`config.mk`:
```
export PLATFORM = sky130hd
export DESIGN_NAME = ifu_fetch_ctrl
export DESIGN_NICKNAME = d
export VERILOG_FILES = /design/src/rtl/ifu_fetch_ctrl_pkg.sv /design/src/rtl/ifu_pc_next.sv /design/src/rtl/ifu_fetch_ctrl.sv
export SDC_FILE = /design/constraint.sdc
export NUM_CORES = 1
export LEC_CHECK = 0
export BUFFER_PORTS_ARGS = -buffer_cell sky130_fd_sc_hd__buf_2
export CAP_MARGIN = 25
export CELL_PAD_IN_SITES_DETAIL_PLACEMENT = 0
export CELL_PAD_IN_SITES_GLOBAL_PLACEMENT = 2
export CORE_MARGIN = 4
export CORE_UTILIZATION = 23
export DETAILED_ROUTE_END_ITERATION = 7
export MAX_ROUTING_LAYER = met4
export PLACE_DENSITY = 0.77
export SLEW_MARGIN = 20
export SYNTH_ARGS = -nofsm -noshare
export SYNTH_HDL_FRONTEND = slang
export SYNTH_SLANG_ARGS = --single-unit
```
`constraint.sdc`:
```
create_clock -name clk -period 2.1 [get_ports clk]
set_clock_uncertainty 0.1 [all_clocks]
set_input_delay 0.105 -clock clk [delete_from_list [all_inputs] [get_ports clk]]
set_output_delay 0.105 -clock clk [all_outputs]
set_load 0.03 [all_outputs]
```
`src/rtl/ifu_fetch_ctrl_pkg.sv`:
```
// Shared widths, reset PC and encodings for the instruction-fetch controller.
package ifu_fetch_ctrl_pkg;

    localparam int          CPU_WIDTH  = 32;
    localparam int          INST_WIDTH = 32;
    localparam logic [31:0] RESET_PC   = 32'h8000_0000;

    typedef enum logic [1:0] {
        FETCH_IDLE = 2'd0,
        FETCH_REQ  = 2'd1,
        FETCH_WAIT = 2'd2,
        FETCH_HOLD = 2'd3
    } fetch_state_e;

    typedef enum logic [1:0] {
        PC_SEL_HOLD     = 2'd0,
        PC_SEL_SEQ      = 2'd1,
        PC_SEL_REDIRECT = 2'd2
    } pc_sel_e;

endpackage

```
`src/rtl/ifu_pc_next.sv`:
```
// Next-PC selection: hold, sequential +4, or word-aligned redirect target.
module ifu_pc_next #(
    parameter int CPU_WIDTH = ifu_fetch_ctrl_pkg::CPU_WIDTH
) (
    input  logic [CPU_WIDTH-1:0] pc,
    input  logic                 advance,
    input  logic                 redirect_valid,
    input  logic [CPU_WIDTH-1:0] redirect_pc,
    output logic [CPU_WIDTH-1:0] pc_next
);
    import ifu_fetch_ctrl_pkg::*;

    logic [CPU_WIDTH-1:0] pc_seq;
    logic [CPU_WIDTH-1:0] pc_target;
    pc_sel_e              sel;

    // Sequential addition wraps naturally at 2^CPU_WIDTH.
    assign pc_seq    = pc + CPU_WIDTH'(4);
    assign pc_target = redirect_pc & ~CPU_WIDTH'(3);

    // A redirect always beats a sequential advance.
    always_comb begin
        sel = PC_SEL_HOLD;
        if (redirect_valid) begin
            sel = PC_SEL_REDIRECT;
        end else if (advance) begin
            sel = PC_SEL_SEQ;
        end
    end

    always_comb begin
        unique case (sel)
            PC_SEL_SEQ:      pc_next = pc_seq;
            PC_SEL_REDIRECT: pc_next = pc_target;
            default:         pc_next = pc;
        endcase
    end

endmodule

```
`src/rtl/ifu_fetch_ctrl.sv`:
```
// Instruction-fetch sequencer: owns the PC, keeps a single fetch in flight and
// hands one instruction at a time to the decoder over valid/ready.
module ifu_fetch_ctrl #(
    parameter int                  CPU_WIDTH  = ifu_fetch_ctrl_pkg::CPU_WIDTH,
    parameter int                  INST_WIDTH = ifu_fetch_ctrl_pkg::INST_WIDTH,
    parameter logic [CPU_WIDTH-1:0] RESET_PC  = ifu_fetch_ctrl_pkg::RESET_PC
) (
    input  logic                  clk,
    input  logic                  rst,
    input  logic                  redirect_valid,
    input  logic [CPU_WIDTH-1:0]  redirect_pc,
    output logic                  imem_req_valid,
    input  logic                  imem_req_ready,
    output logic [CPU_WIDTH-1:0]  imem_req_addr,
    input  logic                  imem_resp_valid,
    input  logic [INST_WIDTH-1:0] imem_resp_data,
    output logic                  inst_valid,
    input  logic                  inst_ready,
    output logic [INST_WIDTH-1:0] inst,
    output logic [CPU_WIDTH-1:0]  inst_pc,
    output logic [CPU_WIDTH-1:0]  pc
);
    import ifu_fetch_ctrl_pkg::*;

    fetch_state_e          state, state_next;
    logic                  drop, drop_next;
    logic [INST_WIDTH-1:0] inst_next;
    logic [CPU_WIDTH-1:0]  inst_pc_next;
    logic [CPU_WIDTH-1:0]  pc_next;
    logic                  pc_advance;

    ifu_pc_next #(.CPU_WIDTH(CPU_WIDTH)) u_pc_next (
        .pc             (pc),
        .advance        (pc_advance),
        .redirect_valid (redirect_valid),
        .redirect_pc    (redirect_pc),
        .pc_next        (pc_next)
    );

    assign imem_req_addr = pc;
    assign inst_valid    = (state == FETCH_HOLD);

    // NOTE: every signal gets a default before the case so no path leaves it
    // unassigned, which would otherwise infer a latch.
    always_comb begin
        state_next     = state;
        drop_next      = drop;
        inst_next      = inst;
        inst_pc_next   = inst_pc;
        pc_advance     = 1'b0;
        imem_req_valid = 1'b0;

        unique case (state)
            FETCH_IDLE: state_next = FETCH_REQ;

            FETCH_REQ: begin
                imem_req_valid = 1'b1;
                if (imem_req_ready) begin
                    state_next = FETCH_WAIT;
                    // The accepted request carried the old pc; its reply is stale.
                    if (redirect_valid) drop_next = 1'b1;
                end
            end

            FETCH_WAIT: begin
                if (redirect_valid) begin
                    if (imem_resp_valid) begin
                        drop_next  = 1'b0;
                        state_next = FETCH_REQ;
                    end else begin
                        drop_next  = 1'b1;
                    end
                end else if (imem_resp_valid) begin
                    if (drop) begin
                        drop_next  = 1'b0;
                        state_next = FETCH_REQ;
                    end else begin
                        inst_next    = imem_resp_data;
                        inst_pc_next = pc;
                        state_next   = FETCH_HOLD;
                    end
                end
            end

            FETCH_HOLD: begin
                if (redirect_valid) begin
                    state_next = FETCH_REQ;
                end else if (inst_ready) begin
                    pc_advance = 1'b1;
                    state_next = FETCH_REQ;
                end
            end

            default: state_next = FETCH_IDLE;
        endcase
    end

    // NOTE: sequential state uses non-blocking assignments so every register
    // samples the pre-edge values regardless of process evaluation order.
    always_ff @(posedge clk) begin
        if (rst) begin
            state   <= FETCH_IDLE;
            pc      <= RESET_PC;
            drop    <= 1'b0;
            inst    <= '0;
            inst_pc <= '0;
        end else begin
            state   <= state_next;
            pc      <= pc_next;
            drop    <= drop_next;
            inst    <= inst_next;
            inst_pc <= inst_pc_next;
        end
    end

endmodule

```
### Word level (Yosys, flattened, before mapping)

Cells that the tools add are included.
Widths: inputs -> output; s select.

| cells by class | value |
|---|---|
| add/subtract/negate cells | 1 |
| equal/unequal tests | 10 |
| multiplexer cells | 21 |
| bitwise gates (word level) | 2 |
| reduce and logical (&&, ||, !) cells | 6 |

Operators with widths:

| cell | count |
|---|---|
| $pmux 32 s2 | 1 |
| $add 32x3->32 const B | 1 |
| $mux 2 | 8 |
| $mux 1 | 10 |
| $pmux 2 s4 | 1 |
| $reduce_and 4->1 | 2 |
| $eq 2x2->1 const B | 3 |
| $ne 2x2->1 const B | 3 |
| $eq 2x1->1 const B | 2 |
| $reduce_bool 2->1 | 2 |
| $ne 3x2->1 const B | 1 |
| $ne 3x3->1 const B | 1 |
| $reduce_and 3->1 | 1 |
| $logic_not 2->1 | 1 |
| $not 1->1 | 2 |
| $pmux 1 s2 | 1 |

| storage, ports and cells | value |
|---|---|
| register bits after elaboration | 99 |
| input port bits | 70 |
| output and inout port bits | 130 |
| word-level logic and storage cells | 45 |

### Logic depth before layout (Yosys ltp)

Gate-level depths: netlist (run 1).

| depth | value |
|---|---|
| word-level depth | 7 |
| depth in mapped cells | 8 |
| mapped depth without buffers | 6 |

### Modules after synthesis

From an unflattened synthesis (run 1), not the netlist that was laid out.

| second synthesis, totals | value |
|---|---|
| cells, all modules | 580 |
| area, all modules | 4,618.2 um^2 |

Modules (own cells, without submodules):

| module | times used | cells an instance | area each (um^2) | seq. area each (um^2) |
|---|---|---|---|---|
| ifu_fetch_ctrl | 1 | 408 | 3,612.2 | 1,981.9 |
| ifu_pc_next | 1 | 172 | 1,006.0 | 0.0 |

### Worst setup path after synthesis (run 1)

Ideal clock, no wire load.

| timing | value |
|---|---|
| kind | reg2reg |
| start point | register state[0] |
| end point | register pc[17] (netlist: imem_req_addr[17]) |
| setup time | 0.091 ns |
| arrival | 2.176 ns |
| required time | 1.909 ns |
| setup slack | -0.267 ns |
| stages on the path, launching flop included | 7 |
| path buffers | 1 |
| clock period less this slack | 2.367 ns |
| path through | dfxtp_1 > ha_1 > nand4_1 > or4_1 > buf_2 > or3_1 > a311oi_1 |

| between the ends | value |
|---|---|
| word-level cells in the longest chain between the ends | 6 |
| elaborated cells between the ends (all ways) | 8 |
| classes of those cells | eq/ne (3); mux (4); reduce/logical (1) |

RTL lines:

| element | RTL line | source |
|---|---|---|
| start: declaration | ifu_fetch_ctrl.sv:25 | `fetch_state_e state, state_next;` |
| start signal: assignment | ifu_fetch_ctrl.sv:108 | `state <= state_next;` |
| $eq 2x2->1 (*) | - |  |
| via inst_valid | ifu_fetch_ctrl.sv:17 | `output logic inst_valid,` |
| $mux 1 (*) | ifu_fetch_ctrl.sv:53 | `unique case (state)` |
| $mux 1 (*) | ifu_pc_next.sv:26 | `end else if (advance) begin` |
| $mux 2 (*) | ifu_pc_next.sv:24 | `if (redirect_valid) begin` |
| $eq 2x2->1 / $eq 2x1->1 (equally long branches) | ifu_pc_next.sv:32 | `unique case (sel)` |
| $pmux 32 s2 / $reduce_bool 2->1 (equally long branches) | - |  |
| end signal: assignment | ifu_fetch_ctrl.sv:109 | `pc <= pc_next;` |
| end: declaration | ifu_fetch_ctrl.sv:21 | `output logic [CPU_WIDTH-1:0] pc` |

Mark *: on every way through the listed nets, which the timed path passes. The rest lies on a longest branch.
A chain may end at the register's enable or synchronous reset.

### Worst setup path in the final report (run 1)

| timing | value |
|---|---|
| start point | register state[0] |
| end point | register pc[31] (netlist: imem_req_addr[31]) |

| between the ends | value |
|---|---|
| word-level cells in the longest chain between the ends | 6 |
| elaborated cells between the ends (all ways) | 8 |
| classes of those cells | eq/ne (3); mux (4); reduce/logical (1) |

RTL lines:

| element | RTL line |
|---|---|
| $eq 2x2->1 (*) | ifu_fetch_ctrl.sv:53 |
| $mux 1 (*) | ifu_fetch_ctrl.sv:53 |
| $mux 1 (*) | ifu_pc_next.sv:26 |
| $mux 2 (*) | ifu_pc_next.sv:24 |
| $eq 2x2->1 / $eq 2x1->1 (equally long branches) | ifu_pc_next.sv:32 |
| $pmux 32 s2 / $reduce_bool 2->1 (equally long branches) | - |

Every way passes the cells marked *; elsewhere a longest branch is shown, timed or not.

==> reports/metrics.yaml, run 1 <==
outcome:
  outcome: "completed"
route:
  final_antenna_net_count: 0
  drtIter0Drc: 220
  viasPerCell: 4.574
  drc: 0
  dr.pass1.iters: 5
  num_vias: 4697
  routed_wl_mm: 16.10
  wire_per_inst_um: 15.68
floorplan:
  ioPinCount: 200
  start_util_pct: 23.43
  die_h_um: 146.3
  core_area_um2: 18770
  die_w_um: 146.3
  num_rows: 50
  die-area_um2: 21400
clocking:
  cts_inserted_buffers: 9
  cts-root-buf: "clkbuf_16"
  clock-sinks: 95
  clk_path_buf_depth: 2
  clk-insertion-delay-late_ns: 0.35
  cts_tree: "built"
  clkTransAtPathRegs_ns: 0.07
  ctsHtreeMaxLevel: 3
logic_synthesis:
  ys_seq_elements: 95
  yosysSeqAreaShare_pct: 43.24
  async_flop_share_pct: 0
  synth_most_common_cell: "nand2_1"
  syn_avg_cell_area_um2: 7.982
  synth-edff-count: 0
  ys_top_cells_by_count: "136 x nand2_1, 95 x dfxtp_1, 67 x a21oi_1, 37 x buf_4"
  synth.top_cell.area_share_pct: 43.24
  synthTopCellsByArea: "dfxtp_1 43%, nand2_1 12%, a21oi_1 7.6%"
  yosys_warnings: 0
  synth_cells: 551
  ys_types: 49
  synth-main-ff-cell: "dfxtp_1"
  netlist_area_um2: 4398
  yosys.area.top_type: "dfxtp_1"
final_layout:
  drive_gt1_share_pct: 34.60
  fillers: 2006
  multiInputGateArea_um2: 2064
  seq_area_um2: 1914
  fin_cells: 1027
  area_delta_synth_final_pct: 49.50
  final_nets: 862
min_path:
  hold_class: "in2reg"
pwr:
  power_density_nw_per_um2: 711.8
  p_leak_uw: 0.002823
  max-vdd-ir-drop_mv: 0.4047
critical_path:
  worstSetupStartpointType: "flip-flop"
  timing.critical_path.from: "state[0]$_SDFFE_PP0P_"
  cp_cell_sequence: "ha_4 -> nand4_1 -> or4b_2 -> or4_1 -> and3_1"
  reg2reg_slack_ns: 0.09
  r2r_start: "state[0]$_SDFFE_PP0P_"
  r2r-end: "imem_req_addr[31]$_SDFFE_PP1P_"
  critical_path_class: "reg2reg"
  worst_path_largest_cell_delay_ns: 0.60
  crit_fanout: 6
  cp-endpoint: "imem_req_addr[31]$_SDFFE_PP1P_"
  critPathSlowestCell: "or4b_2"
  crit_path_end_kind: "flip-flop"
  r2r_cells: 5
  crit_arrival_ns: 2.16
  worstPathRequired_ns: 2.25
timing:
  period_share_pct: 95.75
  setup_violations: 0
  maxSlewHeadroom_pct: 42.39
  rsz0062_at_grt: "false"
  tightest_slew_ns: 0.8641
  fmax_mhz: 497.3
  fin_tns_setup_ns: 0
  slew_viol_final: 0
  finalHoldViolations: 0
  finalCriticalPeriod_ns: 2.011
global_route:
  antenna_found_initial: 1
  grt_usage_pct: 14.88
  grt-ovfl-total: 0
  grt_max_degree: 63
  grt_pass1_vias: 4642
  grt_pass1_wl_mm: 25.03
placement:
  routabilityCongestion: 0.7289
  hpwl_mm: 11.01
  io_buffers: 191
  placed_cells: 950
run:
  maxCapViolCount: 0
[critical path, delay by kind of cell (launching register included)]
kind,cells,cell delay [ns]
adder cells (fa/ha/maj),1,0.17
flip-flops,1,0.38
AND/OR/NAND/NOR,4,1.26
[worst min-delay path by stage]
| stage | startpoint | endpoint | depth (start not counted) |
|---|---|---|---|
| 6_report | redirect_pc[15] | imem_req_addr[15]$_SDFFE_PP0P_ | 3 |
| 5_1_grt | redirect_pc[15] | imem_req_addr[15]$_SDFFE_PP0P_ | 3 |
| 4_1_cts | redirect_pc[15] | imem_req_addr[15]$_SDFFE_PP0P_ | 3 |
| 3_5_place_dp | imem_resp_valid | drop$_SDFFE_PP0P_ | 2 |
| 3_3_place_gp | imem_resp_valid | drop$_SDFFE_PP0P_ | 2 |
| 2_1_floorplan | imem_resp_valid | drop$_SDFFE_PP0P_ | 1 |
[final cells by class]
class                           count  share of cell area, %
Inverter                           10                 0.5709
Antenna cell                        1                0.03806
Sequential cell                    95                  29.12
Multi-Input combinational cell    379                  31.40
Clock inverter                      5                  1.579
Clock buffer                       11                  3.844
Timing Repair Buffer              292                  29.00
Tap cell                          234                  4.453
[registers in the layout (all words and copies together), names as in the netlist]
name and count:
inst 32, inst_pc 30, imem_req_addr 30, drop 1, state 2
[logic make-up after synthesis]
family / share of synthesized area (%)
XOR/XNOR: 1.991
flip-flops: 43.24
AO/OA/AOI/OAI: 16.90
multiplexers: 0.4836
AND/OR/NAND/NOR: 24.87
other: 0.08527
buffers and inverters: 11.01
adder cells (fa/ha/maj): 1.422
[cells in the final DEF, fill, tap and decap left out, drive strengths merged, types with 2 or more instances in the layout]
cell	instances
or4	13
nand4	13
o31ai	8
nand3	16
ha	5
and2	2
and3	4
bufinv	3
buf	232
or3	8
a311oi	16
a21oi	67
and4	7
nor3	4
xor2	5
o21ai	12
inv	10
a32oi	2
dlygate4sd3	59
clkinv	2
conb	6
nand2	136
nor2	25
xnor2	5
a211oi	8
clkbuf	12
dfxtp	95
[repair_timing]
item	in CTS	in global routing
hold buffers	59	0
gates resized for setup	0	5
setup buffers	0	0
hold endpoints to repair	59	0
setup endpoints to repair	0	11
[where the power goes]
group | switching [uW] | internal (uW)
sequential | 63.5 | 1860
clock | 743 | 1230
combinational | 476 | 305
total | 1280 | 3400
[metrics by stage]
| stage | hold slack, ns | power, uW | util [%] | setup WS (ns) | area [um2] |
|---|---|---|---|---|---|
| 6_report | 0.008725 | 4680 | 35.03 | 0.08929 | 6575 |
| 5_1_grt | 0.004539 | 4880 | 35.03 | 0.006776 | 6575 |
| 4_1_cts | 0.007427 | 4759 | 34.81 | 0.006360 | 6534 |
| 3_5_place_dp | 0.2294 | 2666 | 29.77 | 0.01647 | 5587 |
| 3_3_place_gp | 0.2304 | 2665 | 29.77 | 0.03874 | 5587 |
| 2_1_floorplan | 0.1213 | 2431 | - | 0.002686 | 4442 |
[per-layer routing]
metal  up-vias  track usage (%)  wire length, um
li1       2355                -                -
met1      2175            19.50             7704
met2       149            23.66             7391
met3        18            2.173              697
met4         0            4.939              307
met5         -                -                0
Note: power is estimated with default switching activity, not from simulation.
==> run 2: changes to the inputs <==
--- a/config.mk
+++ b/config.mk
@@ -12,7 +12,6 @@
 export CORE_MARGIN = 4
 export CORE_UTILIZATION = 23
 export DETAILED_ROUTE_END_ITERATION = 7
-export MAX_ROUTING_LAYER = met4
 export PLACE_DENSITY = 0.77
 export SLEW_MARGIN = 20
 export SYNTH_ARGS = -nofsm -noshare
==> reports/metrics.yaml, run 2 (synthesis results as in run 1) <==
route:
  drtIter0Drc: 218  # -0.91%
  viasPerCell: 4.584  # +0.23%
  dr.pass1.iters: 5  # unchanged
  num_vias: 4708  # +0.23%
  final_antenna_net_count: 0  # unchanged
  routed_wl_mm: 16.15  # +0.28%
  drc: 0  # unchanged
  wire_per_inst_um: 15.72  # +0.28%
floorplan:
  ioPinCount: 200  # unchanged
  die_w_um: 146.3  # unchanged
  start_util_pct: 23.43  # unchanged
  die_h_um: 146.3  # unchanged
  num_rows: 50  # unchanged
  die-area_um2: 21400  # unchanged
  core_area_um2: 18770  # unchanged
critical_path:
  worstPathRequired_ns: 2.25  # about the same
  crit_fanout: 6  # unchanged
  crit_path_end_kind: "flip-flop"
  crit_arrival_ns: 2.16  # about the same
  critical_path_class: "reg2reg"
  worstSetupStartpointType: "flip-flop"
  reg2reg_slack_ns: 0.09  # about the same
pwr:
  max-vdd-ir-drop_mv: 0.4047  # about the same
  p_sw_share_pct: 27.53  # +0.13 points
  internal_power_uw: 3398  # about the same
  switchingPower_uw: 1291  # +0.64%
  finalPower_uw: 4688  # +0.18%
  p_leak_uw: 0.002823  # unchanged
  pwr-share-seq_pct: 41.1  # about the same
  power_density_nw_per_um2: 713.0  # +0.18%
  power_frac_clock_pct: 42.3  # about the same
  pwr-share-comb_pct: 16.7  # about the same
placement:
  hpwl_mm: 11.01  # unchanged
  placed_cell_area_um2: 5587  # unchanged
  routabilityCongestion: 0.7204  # -1.2%
  io_buffers: 191  # unchanged
global_route:
  grt-ovfl-total: 0  # unchanged
  antenna_found_initial: 1  # unchanged
  grt_max_degree: 63  # unchanged
  grt_pass1_vias: 4628  # -0.30%
  grt_usage_pct: 14.48  # -0.40 points
  grt_pass1_wl_mm: 25.10  # +0.28%
final_layout:
  post-route-util_pct: 35.03  # unchanged
  drive_gt1_share_pct: 34.60  # unchanged
  final_nets: 862  # unchanged
  largest_reg_flops: 32  # unchanged
  largest_register: "inst"
  final_common_cell: "buf_2"
  area_delta_synth_final_pct: 49.50  # unchanged
  finalInstanceArea_um2: 6575  # unchanged
  layout_common_cells: "190 x buf_2, 136 x nand2_1, 85 x dfxtp_1"
clocking:
  cts_inserted_buffers: 9  # unchanged
  clkTransAtPathRegs_ns: 0.07  # about the same
  ctsHtreeMaxLevel: 3  # unchanged
  clk_path_buf_depth: 2  # unchanged
  clk-insertion-delay-late_ns: 0.35  # about the same
  cts-root-buf: "clkbuf_16"
  cts_tree: "built"
  clock-sinks: 95  # unchanged
timing:
  slew_viol_final: 0  # unchanged
  finalCriticalPeriod_ns: 2.007  # -0.003220 ns
  setup_violations: 0  # unchanged
  rsz0062_at_grt: "false"
  period_share_pct: 95.59  # -0.15 points
  fin_tns_setup_ns: 0  # unchanged
  tightest_slew_ns: 0.8678  # +0.003704 ns
  fmax_mhz: 498.1  # +0.16%
  finalHoldViolations: 0  # unchanged
  maxSlewHeadroom_pct: 42.15  # -0.25 points
outcome:
  outcome: "completed"
run:
  maxCapViolCount: 0  # unchanged
min_path:
  hold_class: "in2reg"
==> run 2: path summary, 6_finish.rpt <==
check,start,to,cells after the start
max,state[0]$_SDFFE_PP0P_,imem_req_addr[31]$_SDFFE_PP1P_,5
min,redirect_pc[15],imem_req_addr[15]$_SDFFE_PP0P_,3
max reg2reg,state[0]$_SDFFE_PP0P_,imem_req_addr[31]$_SDFFE_PP1P_,5
min reg2reg,inst_pc[27]$_SDFFE_PP0P_,inst_pc[27]$_SDFFE_PP0P_,2
==> run 2: power groups by stage <==
stage / logic (uW) / clock network, uW / registers, uW
finish: 781 / 1980 / 1930
floorplan: 357 / 0 / 2070
global route: 841 / 2100 / 1940
CTS: 789 / 2040 / 1930
global placement: 698 / 0 / 1970
detailed placement: 698 / 0 / 1970
==> run 2: per-layer routing <==
metal  share of wire [%]  track usage [%]  up-vias  wire length (um)
met4                 2.0            4.939        0               329
met3                 4.7            2.855       19               760
met1                  48            19.17     2194              7697
met2                  46            23.64      140              7360
met5                   0                0        -                 0
li1                    -                -     2355                 -
==> run 2: final cells by class <==
type	instances	area, um2
inverters	10	37.54
multi-input cells	379	2064
diodes	1	2.502
clock buffers	11	252.7
clock inverters	5	103.9
repair buffers	292	1907
well taps	234	292.8
fillers	2006	12190
flip-flops and latches	95	1914
==> run 2: critical path, stage by stage, from the launching register on <==
cell	delay, ns
dfxtp_2	0.38
ha_4	0.17
nand4_1	0.11
or4b_2	0.60
or4_1	0.39
and3_1	0.15
==> run 2: timing repair <==
item                                   CTS  global route
endpoints found under the hold margin   59             0
setup endpoints to repair                0            11
resized for setup                        0             5
setup buffers                            0             0
hold buffers                            59             0
==> run 2: through the flow <==
step	setup slack [ns]	std cells	hold WS, ns
6_report	0.09251	1027	0.01134
5_1_grt	0.006749	1027	0.004526
4_1_cts	0.006360	1025	0.007427
3_5_place_dp	0.01647	950	0.2294
3_3_place_gp	0.03874	950	0.2304
2_1_floorplan	0.002686	556	0.1213
==> run 3: changes to the inputs <==
--- a/config.mk
+++ b/config.mk
@@ -10,9 +10,9 @@
 export CELL_PAD_IN_SITES_DETAIL_PLACEMENT = 0
 export CELL_PAD_IN_SITES_GLOBAL_PLACEMENT = 2
 export CORE_MARGIN = 4
-export CORE_UTILIZATION = 23
+export CORE_UTILIZATION = 25
 export DETAILED_ROUTE_END_ITERATION = 7
-export PLACE_DENSITY = 0.77
+export PLACE_DENSITY = 0.79
 export SLEW_MARGIN = 20
 export SYNTH_ARGS = -nofsm -noshare
 export SYNTH_HDL_FRONTEND = slang
==> constraint.sdc (replaced) <==
create_clock -name clk -period 1.9 [get_ports clk]
set_clock_uncertainty 0.1 [all_clocks]
set_input_delay 0.095 -clock clk [delete_from_list [all_inputs] [get_ports clk]]
set_output_delay 0.095 -clock clk [all_outputs]
set_load 0.03 [all_outputs]
==> reports/metrics.yaml, run 3 (synthesis results as in run 1) <==
timing:
  setup_ws_ns: -0.07723  # -0.1697 ns
  finalHoldViolations: 0  # unchanged
  tightest_slew_ns: 0.6006  # -0.2672 ns
  rsz0062_at_grt: "true"
  setup_violations: 14  # +14
  period_share_pct: 104.1  # +8.5 points
  maxSlewHeadroom_pct: 59.96  # +18 points
  finalCriticalPeriod_ns: 1.977  # -0.03026 ns
  slew_viol_final: 0  # unchanged
  fin_hold_ws_ns: 0.03026  # +0.01893 ns
  fmax_mhz: 505.8  # +1.5%
placement:
  routabilityCongestion: 0.7829  # +8.7%
  placed_cell_area_um2: 5737  # +2.7%
  hpwl_mm: 11.06  # +0.48%
  placed_cells: 955  # +0.53%
  io_buffers: 191  # unchanged
final_layout:
  fin_cells: 1066  # +3.8%
  largest_register: "inst"
  final_common_cell: "buf_2"
  largest_reg_flops: 32  # unchanged
  finalInstanceArea_um2: 7228  # +9.9%
  final_nets: 911  # +5.7%
  diodes: 0  # -1
  layout_common_cells: "190 x buf_2, 126 x nand2_1, 78 x dfxtp_1"
  area_delta_synth_final_pct: 64.35
  drive_gt1_share_pct: 44.00  # +9.4 points
route:
  final_antenna_net_count: 0  # unchanged
  viasPerCell: 4.651  # +1.5%
  routed_wl_mm: 16.63  # +3.0%
  num_vias: 4958  # +5.3%
  drc: 0  # unchanged
  dr.pass1.iters: 4  # -1
  drtIter0Drc: 268  # +23%
  wire_per_inst_um: 15.60  # -0.80%
outcome:
  failed_checks: "negative setup slack"
  outcome: "complete, but fails checks"
clocking:
  cts-root-buf: "clkbuf_16"
  clock-sinks: 95  # unchanged
  clk_path_buf_depth: 2  # unchanged
  ctsHtreeMaxLevel: 3  # unchanged
  cts_tree: "built"
  clk-insertion-delay-late_ns: 0.36  # about the same
  cts_inserted_buffers: 9  # unchanged
  clkTransAtPathRegs_ns: 0.07  # about the same
pwr:
  power_density_nw_per_um2: 686.0  # -3.8%
  p_leak_uw: 0.003094  # +9.6%
  max-vdd-ir-drop_mv: 0.4072  # +0.61%
floorplan:
  die-area_um2: 19780  # -7.6%
  start_util_pct: 25.43  # +2.0 points
  ioPinCount: 200  # unchanged
  num_rows: 48  # -4.0%
  die_h_um: 140.6  # -3.9%
  core_area_um2: 17300  # -7.8%
  die_w_um: 140.6  # -3.9%
critical_path:
  crit_arrival_ns: 2.13  # -0.03 ns
  worstPathRequired_ns: 2.05  # -0.20 ns
  crit_fanout: 6  # unchanged
  critical_path_class: "reg2reg"
  worstSetupStartpointType: "flip-flop"
  crit_path_end_kind: "flip-flop"
global_route:
  grt_pass1_wl_mm: 24.77  # -1.3%
  antenna_found_initial: 0  # -1
  grt_max_degree: 48  # -24%
  grt_pass1_vias: 4776  # +3.2%
  grt_usage_pct: 15.64  # +1.2 points
  grt-ovfl-total: 0  # unchanged
run:
  maxCapViolCount: 0  # unchanged
min_path:
  hold_class: "in2reg"
run 3: final timing paths:
path / start / endpoint / slack (ns) / cells past startpoint
max: state[1]$_SDFFE_PP0P_ / imem_req_addr[31]$_SDFFE_PP1P_ / -0.08 / 6
max reg2reg: state[1]$_SDFFE_PP0P_ / imem_req_addr[31]$_SDFFE_PP1P_ / -0.08 / 6
min reg2reg: inst_pc[18]$_SDFFE_PP0P_ / inst_pc[18]$_SDFFE_PP0P_ / 0.35 / 2
min: redirect_valid / imem_req_addr[2]$_SDFFE_PP0P_ / 0.03 / 3
run 3: stage by stage:
step | utilization, % | worst slack (ns) | setup TNS (ns) | power, uW
floorplan | - | -0.1143 | -5.094 | 2693
global placement | 33.17 | -0.09671 | -2.397 | 2950
detailed placement | 33.17 | -0.1417 | -3.942 | 2960
CTS | 39.91 | -0.05635 | -0.5876 | 5008
global route | 41.79 | -0.1567 | -4.662 | 5171
finish | 41.79 | -0.07723 | -0.2767 | 4959
run 3: layer usage:
metal  track usage, %  vias to the layer above  share of wire [%]
li1                 -                     2456                  -
met1            20.14                     2340                 45
met2            26.13                      143                 49
met3            2.476                       19                4.8
met4            6.425                        0                1.9
met5                0                        -                  0
run 3: worst max-delay path, cell delays in order (launching register included):
cell and delay, ns:
dfxtp_4 0.37, ha_4 0.17, buf_4 0.11, nand4_1 0.10, or4b_4 0.49, or4_1 0.39, and3_1 0.15
run 3: layout make-up:
cell class	instances	area, um2
Timing Repair Buffer	341	2425
Multi-Input combinational cell	379	2242
Fill cell	1747	10070
Clock inverter	7	81.33
Inverter	10	37.54
Sequential cell	95	1936
Clock buffer	9	225.2
Tap cell	225	281.5
run 3: report_power, final:
group	switching (uW)	internal [uW]
combinational	561	388
sequential	59.5	2060
clock	854	1040
run 3: repair_timing:
action,4_1_cts,5_1_grt
resized for setup,11,55
cloned,3,5
endpoints found under the setup margin,71,79
buffers inserted,20,8
pin swaps,15,14
hold buffers,61,0
endpoints found under the hold margin,61,0
